==> config.mk <==
export PLATFORM = sky130hd
export DESIGN_NAME = uart_receiver
export DESIGN_NICKNAME = d
export VERILOG_FILES = /design/src/rtl/uart_pkg.sv /design/src/rtl/uart_sync2.sv /design/src/rtl/uart_receiver.sv
export SDC_FILE = /design/constraint.sdc
export NUM_CORES = 1
export LEC_CHECK = 0
export ABC_CLOCK_PERIOD_IN_PS = 2400
export BUFFER_PORTS_ARGS = -buffer_cell sky130_fd_sc_hd__clkbuf_2
export CAP_MARGIN = 20
export CORE_MARGIN = 3
export CORE_UTILIZATION = 45
export DETAILED_ROUTE_END_ITERATION = 10
export PLACE_DENSITY_LB_ADDON = 0.1
export SLEW_MARGIN = 10
export SYNTH_ARGS = -nofsm -noshare
export SYNTH_HDL_FRONTEND = slang
export SYNTH_HIERARCHICAL = 1
export SYNTH_SLANG_ARGS = --single-unit
==> constraint.sdc <==
create_clock -name i_CLK -period 2.4 [get_ports i_CLK]
set_input_delay 0.24 -clock i_CLK [delete_from_list [all_inputs] [get_ports i_CLK]]
set_output_delay 0.24 -clock i_CLK [all_outputs]
set_load 0.005 [all_outputs]
==> src/rtl/uart_pkg.sv <==
// Shared UART definitions used by both the transmitter and the receiver.
// Receiver state encoding, data width and default baud divisor live here.
package uart_pkg;

   localparam int UART_DATA_W       = 8;
   localparam int UART_CLKS_PER_BIT = 868;

   typedef enum logic [2:0] {
      IDLE   = 3'd0,
      START  = 3'd1,
      DATA   = 3'd2,
      PARITY = 3'd3,
      STOP   = 3'd4,
      BREAK  = 3'd5
   } uart_rx_state_t;

endpackage

==> src/rtl/uart_sync2.sv <==
// Two-flop synchronizer for an asynchronous input; both flops reset to 1
// so an idle-high line is not mistaken for activity coming out of reset.
module uart_sync2 (
   input  logic clk,
   input  logic reset_n,
   input  logic d,
   output logic q
);

   logic meta;

   always_ff @(posedge clk) begin
      if (!reset_n) begin
         meta <= 1'b1;
         q    <= 1'b1;
      end else begin
         meta <= d;
         q    <= meta;
      end
   end

endmodule

==> src/rtl/uart_receiver.sv <==
// UART receive path: recovers 8N1 frames from i_RX and strobes each byte out.
// Define UART_RX_PARITY_EN to add an even-parity bit and o_PARITY_ERROR.
module uart_receiver
   import uart_pkg::*;
#(
   parameter int CLKS_PER_BIT = UART_CLKS_PER_BIT
) (
   input  logic                   i_CLK,
   input  logic                   i_RESET_N,
   input  logic                   i_RX_ENABLE,
   input  logic                   i_RX,
   output logic [UART_DATA_W-1:0] o_DATA_OUT,
   output logic                   o_DATA_VALID,
   output logic                   o_FRAME_ERROR,
`ifdef UART_RX_PARITY_EN
   output logic                   o_PARITY_ERROR,
`endif
   output logic                   o_RX_BUSY,
   output logic [2:0]             o_STATE
);

   localparam int CNT_W = $clog2(CLKS_PER_BIT);
   localparam logic [CNT_W-1:0] CNT_HALF = CNT_W'((CLKS_PER_BIT - 1) / 2);
   localparam logic [CNT_W-1:0] CNT_LAST = CNT_W'(CLKS_PER_BIT - 1);
   localparam logic [CNT_W-1:0] CNT_MAX  = '1;

   localparam logic [2:0] ST_IDLE   = IDLE;
   localparam logic [2:0] ST_START  = START;
   localparam logic [2:0] ST_DATA   = DATA;
   localparam logic [2:0] ST_PARITY = PARITY;
   localparam logic [2:0] ST_STOP   = STOP;
   localparam logic [2:0] ST_BREAK  = BREAK;

`ifdef UART_RX_PARITY_EN
   localparam logic [2:0] ST_AFTER_DATA = ST_PARITY;
`else
   localparam logic [2:0] ST_AFTER_DATA = ST_STOP;
`endif

   logic                   rx_s;
   logic [2:0]             r_STATE;
   logic [2:0]             state_next;
   logic [CNT_W-1:0]       r_CLK_COUNT;
   logic [2:0]             r_BIT_COUNT;
   logic [UART_DATA_W-1:0] r_DATA_REG;
   logic                   at_half;
   logic                   at_last;
   logic                   data_sample;
   logic                   stop_sample;
`ifdef UART_RX_PARITY_EN
   logic                   r_PARITY_BIT;
`endif

   uart_sync2 u_rx_sync (
      .clk     (i_CLK),
      .reset_n (i_RESET_N),
      .d       (i_RX),
      .q       (rx_s)
   );

   assign at_half     = (r_CLK_COUNT == CNT_HALF);
   assign at_last     = (r_CLK_COUNT == CNT_LAST);
   assign data_sample = (r_STATE == ST_DATA) && at_last;
   assign stop_sample = (r_STATE == ST_STOP) && at_last;
   assign o_RX_BUSY   = (r_STATE != ST_IDLE);
   assign o_STATE     = r_STATE;

   always_comb begin
      state_next = r_STATE;
      case (r_STATE)
         ST_IDLE:   if (!rx_s && i_RX_ENABLE) state_next = ST_START;
         ST_START:  if (at_half) state_next = rx_s ? ST_IDLE : ST_DATA;
         ST_DATA:   if (at_last && (r_BIT_COUNT == 3'd7)) state_next = ST_AFTER_DATA;
         ST_PARITY: if (at_last) state_next = ST_STOP;
         // Leaving at mid-stop-bit leaves half a bit of slack for the next start edge.
         ST_STOP:   if (at_last) state_next = rx_s ? ST_IDLE : ST_BREAK;
         ST_BREAK:  if (rx_s) state_next = ST_IDLE;
         default:   state_next = ST_IDLE;
      endcase
   end

   always_ff @(posedge i_CLK) begin
      if (!i_RESET_N) begin
         r_STATE       <= ST_IDLE;
         r_CLK_COUNT   <= '0;
         r_BIT_COUNT   <= '0;
         r_DATA_REG    <= '0;
         o_DATA_OUT    <= '0;
         o_DATA_VALID  <= 1'b0;
         o_FRAME_ERROR <= 1'b0;
`ifdef UART_RX_PARITY_EN
         r_PARITY_BIT   <= 1'b0;
         o_PARITY_ERROR <= 1'b0;
`endif
      end else begin
         r_STATE       <= state_next;
         o_DATA_VALID  <= 1'b0;
         o_FRAME_ERROR <= 1'b0;

         // The per-bit restart in DATA keeps every data sample CLKS_PER_BIT apart.
         if ((state_next != r_STATE) || data_sample)
            r_CLK_COUNT <= '0;
         else if (r_CLK_COUNT != CNT_MAX)
            r_CLK_COUNT <= r_CLK_COUNT + 1'b1;

         if (data_sample) begin
            r_DATA_REG  <= {rx_s, r_DATA_REG[UART_DATA_W-1:1]};
            r_BIT_COUNT <= r_BIT_COUNT + 1'b1;
         end

`ifdef UART_RX_PARITY_EN
         o_PARITY_ERROR <= 1'b0;
         if ((r_STATE == ST_PARITY) && at_last)
            r_PARITY_BIT <= rx_s;
`endif

         if (stop_sample) begin
            if (!rx_s)
               o_FRAME_ERROR <= 1'b1;
`ifdef UART_RX_PARITY_EN
            else if (^{r_DATA_REG, r_PARITY_BIT})
               o_PARITY_ERROR <= 1'b1;
`endif
            else begin
               o_DATA_OUT   <= r_DATA_REG;
               o_DATA_VALID <= 1'b1;
            end
         end
      end
   end

endmodule

==> results of run 1 <==
[registers in the layout, indices dropped and copies added (netlist names), 3 cells and up]
signal / flops
o_DATA_OUT: 8
r_BIT_COUNT: 3
r_DATA_REG: 8
o_STATE: 3
r_CLK_COUNT: 10
[layout make-up]
| class | instances | area share, % |
|---|---|---|
| clock buffer | 6 | 2.279 |
| clock inverter | 2 | 1.934 |
| inverter | 3 | 0.6215 |
| multi-input combinational | 128 | 46.69 |
| sequential | 36 | 39.78 |
| tap | 46 | 3.177 |
| timing repair buffer | 19 | 5.525 |
[per-layer routing]
metal,track usage [%],routed length (um),up-vias
met4,6.853,56,0
met3,5.782,149,5
met1,19.22,1465,564
met2,23.28,1287,22
met5,0,0,-
li1,-,-,655
[power by group through the flow]
stage | clock (mW) | combinational [mW] | sequential (mW)
2_1_floorplan | 0 | 0.0316 | 0.623
3_5_place_dp | 0 | 0.0411 | 0.627
6_report | 0.416 | 0.0425 | 0.613
3_3_place_gp | 0 | 0.0402 | 0.626
4_1_cts | 0.430 | 0.0412 | 0.613
5_1_grt | 0.458 | 0.0477 | 0.615
[synthesized netlist by cell type (2+ instances only)]
library cell	instances	area [um^2]
inv_1	3	11.26
nor4_1	3	18.77
dfxtp_1	36	720.7
buf_6	2	22.52
o21ai_0	7	35.03
nor2_1	36	135.1
mux2i_1	21	210.2
or2_2	2	12.51
clkbuf_1	2	7.510
a21oi_1	5	25.02
ha_1	4	50.05
xnor2_1	2	17.52
nand2b_1	2	12.51
nand2_1	10	37.54
nand3_1	6	30.03
or3_1	2	12.51
and3_2	2	15.01
nor3_1	3	15.01
a211oi_1	2	15.01
[per-stage QoR]
step	util, %	hold slack, ns	cells
finish	53.45	0.07692	240
global placement	50.98	0.3933	232
floorplan	-	0.3130	174
global route	53.45	0.05301	240
detailed placement	50.98	0.3954	232
CTS	53.23	0.06015	240
[what timing repair did]
| action | CTS | global route |
|---|---|---|
| setup endpoints to repair | 0 | 6 |
| resized for setup | 0 | 1 |
| setup buffers | 0 | 0 |
[path summary, 6_finish.rpt]
path / start / endpoint / slack [ns] / cells after the start
max: r_CLK_COUNT[0]$_SDFFE_PP0P_ / r_CLK_COUNT[8]$_SDFFE_PP0P_ / 0.23 / 6
min: i_RX / u_rx_sync/meta$_SDFF_PN1_ / 0.08 / 2
max reg2reg: r_CLK_COUNT[0]$_SDFFE_PP0P_ / r_CLK_COUNT[8]$_SDFFE_PP0P_ / 0.23 / 6
min reg2reg: u_rx_sync/meta$_SDFF_PN1_ / u_rx_sync/q$_SDFF_PN1_ / 0.42 / 1
[cells by family (layout without fill, tap and decap cells)]
family	Yosys count	in the layout	share of synthesized area (%)
buffers and inverters	10	30	3.635
DFF	36	36	44.55
xor gates and xnor gates	3	3	1.624
muxes	21	21	12.99
adders and majority gates	4	4	3.094
AOI/OAI and AO/OA	22	22	9.049
and+or+nand+nor	78	78	25.06
==> impl_results.md, run 1 <==
* Routed vias at 1,246
* Clk Latency, worst-skew pair at 0.34 ns
* Relative slew slack at 57.72%
* Sequential area share after synthesis at 44.55%
* Final setup TNS at 0 ns
* Layout cell share with drive strength beyond 1 at 18.56%
* WS Path Type: register to register
* Pleak at 0.8346 nW
* Top FF cell, synth: dfxtp_1
* Clock Tree Buf Depth at 2
* Status: completed
* Pins Over Slew Limit at 0
* Final WS setup at 0.2267 ns
* Initial antenna violation count at 0
* Tmin final at 2.173 ns
* Multi-input gate area at 845.8 um^2
* Critical Path Fanout Max at 10
* Fin Clk Skew at 0.005467 ns
* Placed inst area at 1728 um^2
* Port bufs at 17
* Inserted Clock Buffers at 5
* Starting DRT DRC Count at 99
* EDFF count, synth at 0
* P per Cell Area at 591.6 nW/um^2
* Vias in the first global route at 1,151
* VDD IR max at 334.6 uV
* Initial Util at 47.73%
* Syn_nets at 182
* CP Launch Type: register
* First-pass GRT wire length at 5106 um
* Distinct cells, synth at 43
* Top-Level Pins at 18
* DR pass1 iterations at 4
* FILL cells at 330
* Hold WC Path Type: primary input to register
* CP required at 2.62 ns
* Final Cycle Share at 90.55%
* Final hold vios at 0
* Sequential share of power at 57.2%
* Core ar. at 3390 um^2
* CP peak stage delay at 0.42 ns
* Critical Path AT at 2.39 ns
* Tightest Pin Transition at 0.6336 ns
* Comb power frac at 4.0%
* # diodes at 0
* Die area at 4351 um^2
* Max-Cap Viols at 0
* Gr usage total at 15.33%
* Cell internal pwr at 840.0 uW
* Design area at 1812 um^2
* Sink Count at 36
* CP delay by family, top: simple AND/OR/NAND/NOR gates
* Hold-fix buffers, CTS at 0
* CTS tree: yes
* Root Buffer: clkbuf_4
* Clk pwr share at 38.8%
* Largest net degree at the start of global routing at 23
* Nets@finish at 201
* Switching Power at 231.7 uW
* GP Congestion at 0.8153
* Maximum clock rate at 460.1 MHz
* Row count at 21
* Area growth, synth to finish at 11.99%
* Slowest-stage cell, CP: or3b_4
* RSZ-0062 raised after global routing: false
* H-tree lvl count at 2
* Setup Viol. Count Final at 0
* Routed vias/inst at 5.192
* Routed WL per cell at 12.33 um
* Clock slew at reported path FFs at 0.10 ns
* Syn Area/Cell at 9.298 um^2
* Die Wd at 65.96 um
* CP endpoint kind: register
* DP Worst Slack at 0.1826 ns
* Power Total at 1.072 mW
* Synth Cell Area at 1618 um^2
* Commonest cells after routing, fill and taps aside: 36 x nor2_1, 36 x dfxtp_1, 21 x mux2i_1
* Crit-path cells: ha_1, or3b_4, nor3_4, o221ai_1, o21ai_4, nor3_1
* Grt total ovfl at 0
* Share of async-settable or async-resettable flops after synthesis at 0%
* Cells after Synth at 174
* Sw Ratio at 21.62%
* Register area at 720.7 um^2
* Buffers & Inverters on Critical Path at 0
* DRT antenna net count at 0
* DP HPWL at 2070 um
* Synth warn at 6
* Routed WL at 2958 um
* DRC violations left at 0
* Die Ht at 65.96 um
* #FFs+latches synth at 36
(Power assumes the default switching activity.)
==> run 2, diff against run 1 <==
PLACE_DENSITY = 0.62   (was not set)
PLACE_DENSITY_LB_ADDON = not set   (was 0.1)
SYNTH_HIERARCHICAL = not set   (was 1)
==> run 2 against run 1 <==
  * Critical path depth did not move
  * Register-to-register slack got worse by 0.03 ns
  * Flip-flop and latch count did not move
  * Total power fell by 10%
  * Critical path type unchanged
  * Largest power group unchanged
  * Highest routed layer unchanged
==> impl_results.md, run 2 <==
* Max reg flops at 10 (unchanged)
* DP HPWL at 2121 um (+2.4%)
* Hold-fix buffers, CTS at 0 (unchanged)
* Clk Latency, worst-skew pair at 0.34 ns (about the same)
* Sink Count at 36 (unchanged)
* Layout cell share with drive strength beyond 1 at 19.07% (+0.52 points)
* Largest regs: r_CLK_COUNT: 10 flops, o_DATA_OUT: 8 flops, r_DATA_REG: 8 flops
* WS Path Type: register to register
* DRC violations left at 0 (unchanged)
* Crit-path cells: ha_1, or3b_4, nor3_4, o221ai_1, o21ai_2, nor3_1
* CP delay by family, top: simple AND/OR/NAND/NOR gates
* Vias in the first global route at 1,192 (+3.6%)
* Inserted Clock Buffers at 5 (unchanged)
* DR pass1 iterations at 4 (unchanged)
* Syn_nets at 182 (unchanged)
* Final hold vios at 0 (unchanged)
* Crit path launch: r_CLK_COUNT[0]$_SDFFE_PP0P_
* CP required at 2.62 ns (about the same)
* Maximum clock rate at 454.3 MHz (-1.3%)
* Relative slew slack at 59.18% (+1.5 points)
* Synth warn at 0 (-6)
* Dominant cell type by area after synthesis: dfxtp_1
* Nets@finish at 201 (unchanged)
* Grt total ovfl at 0 (unchanged)
* Port bufs at 17 (unchanged)
* Gr usage total at 15.27% (-0.057 points)
* Tightest Pin Transition at 0.6116 ns (-0.02192 ns)
* RSZ-0062 raised after global routing: false
* Synth cell count leaders: 36 x dfxtp_1, 36 x nor2_1, 21 x mux2i_1
* Synth Cell Area at 1618 um^2 (unchanged)
* Status: completed
* Tmin final at 2.201 ns (+0.02772 ns)
* Core ar. at 3390 um^2 (unchanged)
* Die Wd at 65.96 um (unchanged)
* Hold Startpoint: i_RX
* First-pass GRT wire length at 5202 um (+1.9%)
* Critical Path Fanout Max at 10 (unchanged)
* Top-Level Pins at 18 (unchanged)
* Share of Yosys cell area claimed by the top area cell type at 44.55% (unchanged)
* R2R Path Start: r_CLK_COUNT[0]$_SDFFE_PP0P_
* Clock slew at reported path FFs at 0.10 ns (about the same)
* Post-CTS Setup Bufs at 0 (unchanged)
* Initial Util at 47.73% (unchanged)
* Top post-synthesis cells by area: dfxtp_1 45%, mux2i_1 13%, nor2_1 8.4%
* Routed WL at 2922 um (-1.2%)
* CTS tree: yes
* VDD IR max at 294.9 uV (-12%)
* Root Buffer: clkbuf_4
* CP endpoint kind: register
* Starting DRT DRC Count at 39 (-61%)
* Routed vias at 1,273 (+2.2%)
* Final Cycle Share at 91.71% (+1.2 points)
* Cells after Synth at 174 (unchanged)
* Power Total at 962.1 uW (-10%)
* Syn Area/Cell at 9.298 um^2 (unchanged)
* Final setup TNS at 0 ns (unchanged)
* Top FF cell, synth: dfxtp_1
* Max-Cap Viols at 0 (unchanged)
* Distinct cells, synth at 43 (unchanged)
* Slowest-stage cell, CP: or3b_4
* Die area at 4351 um^2 (unchanged)
* Share of async-settable or async-resettable flops after synthesis at 0% (unchanged)
* Buffers & Inverters on Critical Path at 0 (unchanged)
* Most flops, register: r_CLK_COUNT
* FILL cells at 336 (+1.8%)
* Pleak at 0.8262 nW (-1.0%)
* Setup Viol. Count Final at 0 (unchanged)
* Routed vias/inst at 5.304 (+2.2%)
* CP peak stage delay at 0.43 ns (about the same)
* EDFF count, synth at 0 (unchanged)
* Largest net degree at the start of global routing at 23 (unchanged)
* H-tree lvl count at 2 (unchanged)
* Commonest cells after routing, fill and taps aside: 36 x nor2_1, 36 x dfxtp_1, 21 x mux2i_1
* Hold WC Path Type: primary input to register
* Clock Tree Buf Depth at 2 (unchanged)
* Initial antenna violation count at 0 (unchanged)
* Die Ht at 65.96 um (unchanged)
* CP Launch Type: register
* CTS resizes at 0 (unchanged)
* Routed WL per cell at 12.18 um (-1.2%)
* DRT antenna net count at 0 (unchanged)
* Row count at 21 (unchanged)
* P per Cell Area at 539.2 nW/um^2 (-8.8%)
* #FFs+latches synth at 36 (unchanged)
* Area growth, synth to finish at 10.29%
* Pins Over Slew Limit at 0 (unchanged)
* Critical Path AT at 2.42 ns (+0.03 ns)
* # diodes at 0 (unchanged)
* GP Congestion at 0.8208 (+0.67%)
* Fin Clk Skew at 0.006743 ns (+0.001276 ns)
* Sequential area share after synthesis at 44.55% (unchanged)
==> run 2: final timing paths <==
| path | endpoint | slack (ns) | depth (start not counted) |
|---|---|---|---|
| max | r_CLK_COUNT[8]$_SDFFE_PP0P_ | 0.20 | 6 |
| min reg2reg | u_rx_sync.q$_SDFF_PN1_ | 0.41 | 1 |
| max reg2reg | r_CLK_COUNT[8]$_SDFFE_PP0P_ | 0.20 | 6 |
| min | u_rx_sync.meta$_SDFF_PN1_ | 0.09 | 2 |
==> run 2: routing by layer <==
metal / GRT usage (%) / up-vias / wire length (um)
met5: 0 / - / 0
met4: 6.091 / 0 / 49
met3: 5.102 / 6 / 125
met2: 27.03 / 23 / 1436
met1: 16.63 / 591 / 1311
li1: - / 653 / -
==> run 2: final cells by class <==
class	count	area, um^2	share of cell area [%]
clock buffers	5	37.54	2.104
clock inverters	3	18.77	1.052
inverters	3	11.26	0.6311
multi-input cells	128	838.3	46.98
flip-flops and latches	36	720.7	40.39
well taps	46	57.56	3.226
repair buffers	19	100.1	5.610
==> run 2: where the power goes <==
part           internal [mW]  leakage [nW]  switching (mW)  total (mW)
clock network          0.112        0.0349           0.197       0.309
registers              0.604         0.291         0.00829       0.613
logic                 0.0168         0.500          0.0233      0.0402
total                  0.733         0.826           0.229       0.962
==> run 2: cell families (layout without fill, tap and decap cells) <==
kind of cell | count (synthesis) | count (layout) | synth area share [%]
flip-flops | 36 | 36 | 44.55
AND/OR/NAND/NOR | 78 | 78 | 25.06
AO/OA/AOI/OAI | 22 | 22 | 9.049
buffers and inverters | 10 | 30 | 3.635
multiplexers | 21 | 21 | 12.99
adder cells (fa/ha/maj) | 4 | 4 | 3.094
XOR/XNOR | 3 | 3 | 1.624
==> run 2: per-stage QoR <==
stage	util (%)	instances	setup WS [ns]	hold slack (ns)	area [um^2]
floorplan	-	174	0.4658	0.3130	1618
global placement	50.98	232	0.2773	0.3877	1728
detailed placement	50.98	232	0.1952	0.3914	1728
CTS	52.64	240	0.1870	0.07859	1784
global route	52.64	240	0.02076	0.09193	1784
finish	52.64	240	0.1990	0.09212	1784
==> run 3, diff against run 2 <==
CELL_PAD_IN_SITES_DETAIL_PLACEMENT = 1   (was not set)
CELL_PAD_IN_SITES_GLOBAL_PLACEMENT = 1   (was not set)
CORE_UTILIZATION = 43   (was 45)
PLACE_DENSITY = 0.74   (was 0.62)
==> run 3 against run 2 <==
  * Maximum frequency grew 2.5%
  * Flip-flop and latch count is the same
  * Register-to-register slack gained 0.05 ns
  * Non-clock buffer count grew 1
  * Setup slack gained 0.053 ns
  * Critical endpoint is now o_DATA_OUT[4]$_SDFFE_PN0P_
  * Critical path type unchanged
  * Global-route usage grew 2.6 points
  * Die area grew 4.2%
  * Clock power grew 39%
==> impl_results.md, run 3 (same netlist as run 2, synthesis figures left out) <==
* Gr usage total at 17.90% (+2.6 points)
* Clock slew at reported path FFs at 0.08 ns (-0.02 ns)
* Grt total ovfl at 0 (unchanged)
* Hold WC Path Type: primary input to register
* DP Worst Slack at 0.2497 ns (+0.05453 ns)
* Die Wd at 67.34 um (+2.1%)
* Clk Latency, worst-skew pair at 0.29 ns (-0.05 ns)
* CTS tree: yes
* DP HPWL at 2585 um (+22%)
* Final Instance Count excl. Fillers at 241 (+0.42%)
* VDD IR max at 295.0 uV (about the same)
* # diodes at 0 (unchanged)
* Fin Clk Skew at 0.006810 ns (+0.00006692 ns)
* Pleak at 0.8446 nW (+2.2%)
* H-tree lvl count at 2 (unchanged)
* Max reg flops at 10 (unchanged)
* CP Launch Type: register
* Placed Cells at 233 (+0.43%)
* Maximum clock rate at 465.5 MHz (+2.5%)
* Port bufs at 17 (unchanged)
* Die area at 4534 um^2 (+4.2%)
* Critical Path AT at 2.31 ns (-0.11 ns)
* Final Cycle Share at 89.51% (-2.2 points)
* DR pass1 iterations at 4 (unchanged)
* Largest net degree at the start of global routing at 23 (unchanged)
* Layout cell share with drive strength beyond 1 at 19.49% (+0.42 points)
* Starting DRT DRC Count at 61 (+56%)
* Core ar. at 3468 um^2 (+2.3%)
* RSZ-0062 raised after global routing: false
* Final WS setup at 0.2518 ns (+0.05283 ns)
* Setup Viol. Count Final at 0 (unchanged)
* Routed vias at 1,319 (+3.6%)
* DRC violations left at 0 (unchanged)
* P per Cell Area at 594.8 nW/um^2 (+10%)
* Area growth, synth to finish at 12.68%
* Inserted Clock Buffers at 5 (unchanged)
* WS Path Type: register to register
* Routed vias/inst at 5.473 (+3.2%)
* Reg2reg setup slack at 0.25 ns (+0.05 ns)
* GP Congestion at 0.7700 (-6.2%)
* WHS at 0.1440 ns (+0.05187 ns)
* CP required at 2.56 ns (-0.06 ns)
* Commonest cells after routing, fill and taps aside: 36 x nor2_1, 36 x dfxtp_1, 21 x mux2i_1
* First-pass GRT wire length at 6030 um (+16%)
* Post-CTS Setup Bufs at 0 (unchanged)
* Root Buffer: clkbuf_8
* CTS resizes at 0 (unchanged)
* Nets@finish at 202 (+0.50%)
* Hold-fix buffers, CTS at 0 (unchanged)
* Tmin final at 2.148 ns (-0.05283 ns)
* Vias in the first global route at 1,292 (+8.4%)
* Tightest Pin Transition at 0.6500 ns (+0.03841 ns)
* Most flops, register: r_CLK_COUNT
* Relative slew slack at 56.62% (-2.6 points)
* DRT antenna net count at 0 (unchanged)
* Top-Level Pins at 18 (unchanged)
* Routed WL per cell at 14.52 um (+19%)
* Critical Path Fanout Max at 9 (-1)
* Initial Util at 46.65% (-1.1 points)
* CP endpoint kind: register
* Clock Tree Buf Depth at 2 (unchanged)
* Final setup TNS at 0 ns (unchanged)
* Initial antenna violation count at 0 (unchanged)
* Die Ht at 67.34 um (+2.1%)
* Largest regs: r_CLK_COUNT: 10 flops, o_DATA_OUT: 8 flops, r_DATA_REG: 8 flops
* Pins Over Slew Limit at 0 (unchanged)
* Row count at 21 (unchanged)
* Routed WL at 3499 um (+20%)
* Power Total at 1.084 mW (+13%)
* Status: completed
* Max-Cap Viols at 0 (unchanged)
* Final hold vios at 0 (unchanged)
* Sink Count at 36 (unchanged)
[run 3: changes by cell type in the layout (fill, tap and decap cells not counted), sizes merged]
| cell | delta |
|---|---|
| buf | +1 |
[run 3: cell type report]
| cell class | instances | area [um^2] |
|---|---|---|
| Tap cell | 46 | 57.56 |
| Clock buffer | 5 | 68.82 |
| Sequential cell | 36 | 720.7 |
| Fill cell | 407 | 1645 |
| Timing Repair Buffer | 20 | 107.6 |
| Clock inverter | 3 | 18.77 |
| Multi-Input combinational cell | 128 | 838.3 |
| Inverter | 3 | 11.26 |
[run 3: path summary, 6_finish.rpt]
check,startpoint,end,cells after the start
hold reg to reg,u_rx_sync.meta$_SDFF_PN1_,u_rx_sync.q$_SDFF_PN1_,1
setup reg to reg,r_CLK_COUNT[0]$_SDFFE_PP0P_,o_DATA_OUT[4]$_SDFFE_PN0P_,8
hold / removal,i_RX,u_rx_sync.meta$_SDFF_PN1_,2
setup / recovery,r_CLK_COUNT[0]$_SDFFE_PP0P_,o_DATA_OUT[4]$_SDFFE_PN0P_,8
[run 3: power breakdown]
part           switching (mW)  internal, mW
sequential            0.00907         0.604
combinational          0.0258        0.0170
clock                   0.226         0.202
total                   0.261         0.823
[run 3: stage by stage]
| step | instance area, um^2 | util, % |
|---|---|---|
| 3_5_place_dp | 1735 | 50.04 |
| 3_3_place_gp | 1735 | 50.04 |
| 4_1_cts | 1823 | 52.56 |
| 2_1_floorplan | 1618 | - |
| 6_report | 1823 | 52.56 |
| 5_1_grt | 1823 | 52.56 |
[run 3: worst max-delay path, stage by stage, from the launching register on]
cell and delay [ns]:
dfxtp_1 0.40, ha_1 0.29, or3b_4 0.43, nor3_4 0.18, buf_4 0.18, nand3_1 0.08, buf_4 0.21, mux2i_1 0.18
nor2_1 0.05
[run 3: routing by layer]
layer	wire [um]	track usage [%]	vias to the layer above
li1	-	-	654
met5	0	0	-
met4	85	10.63	0
met2	1671	27.85	19
met1	1631	22.43	639
met3	112	4.160	7
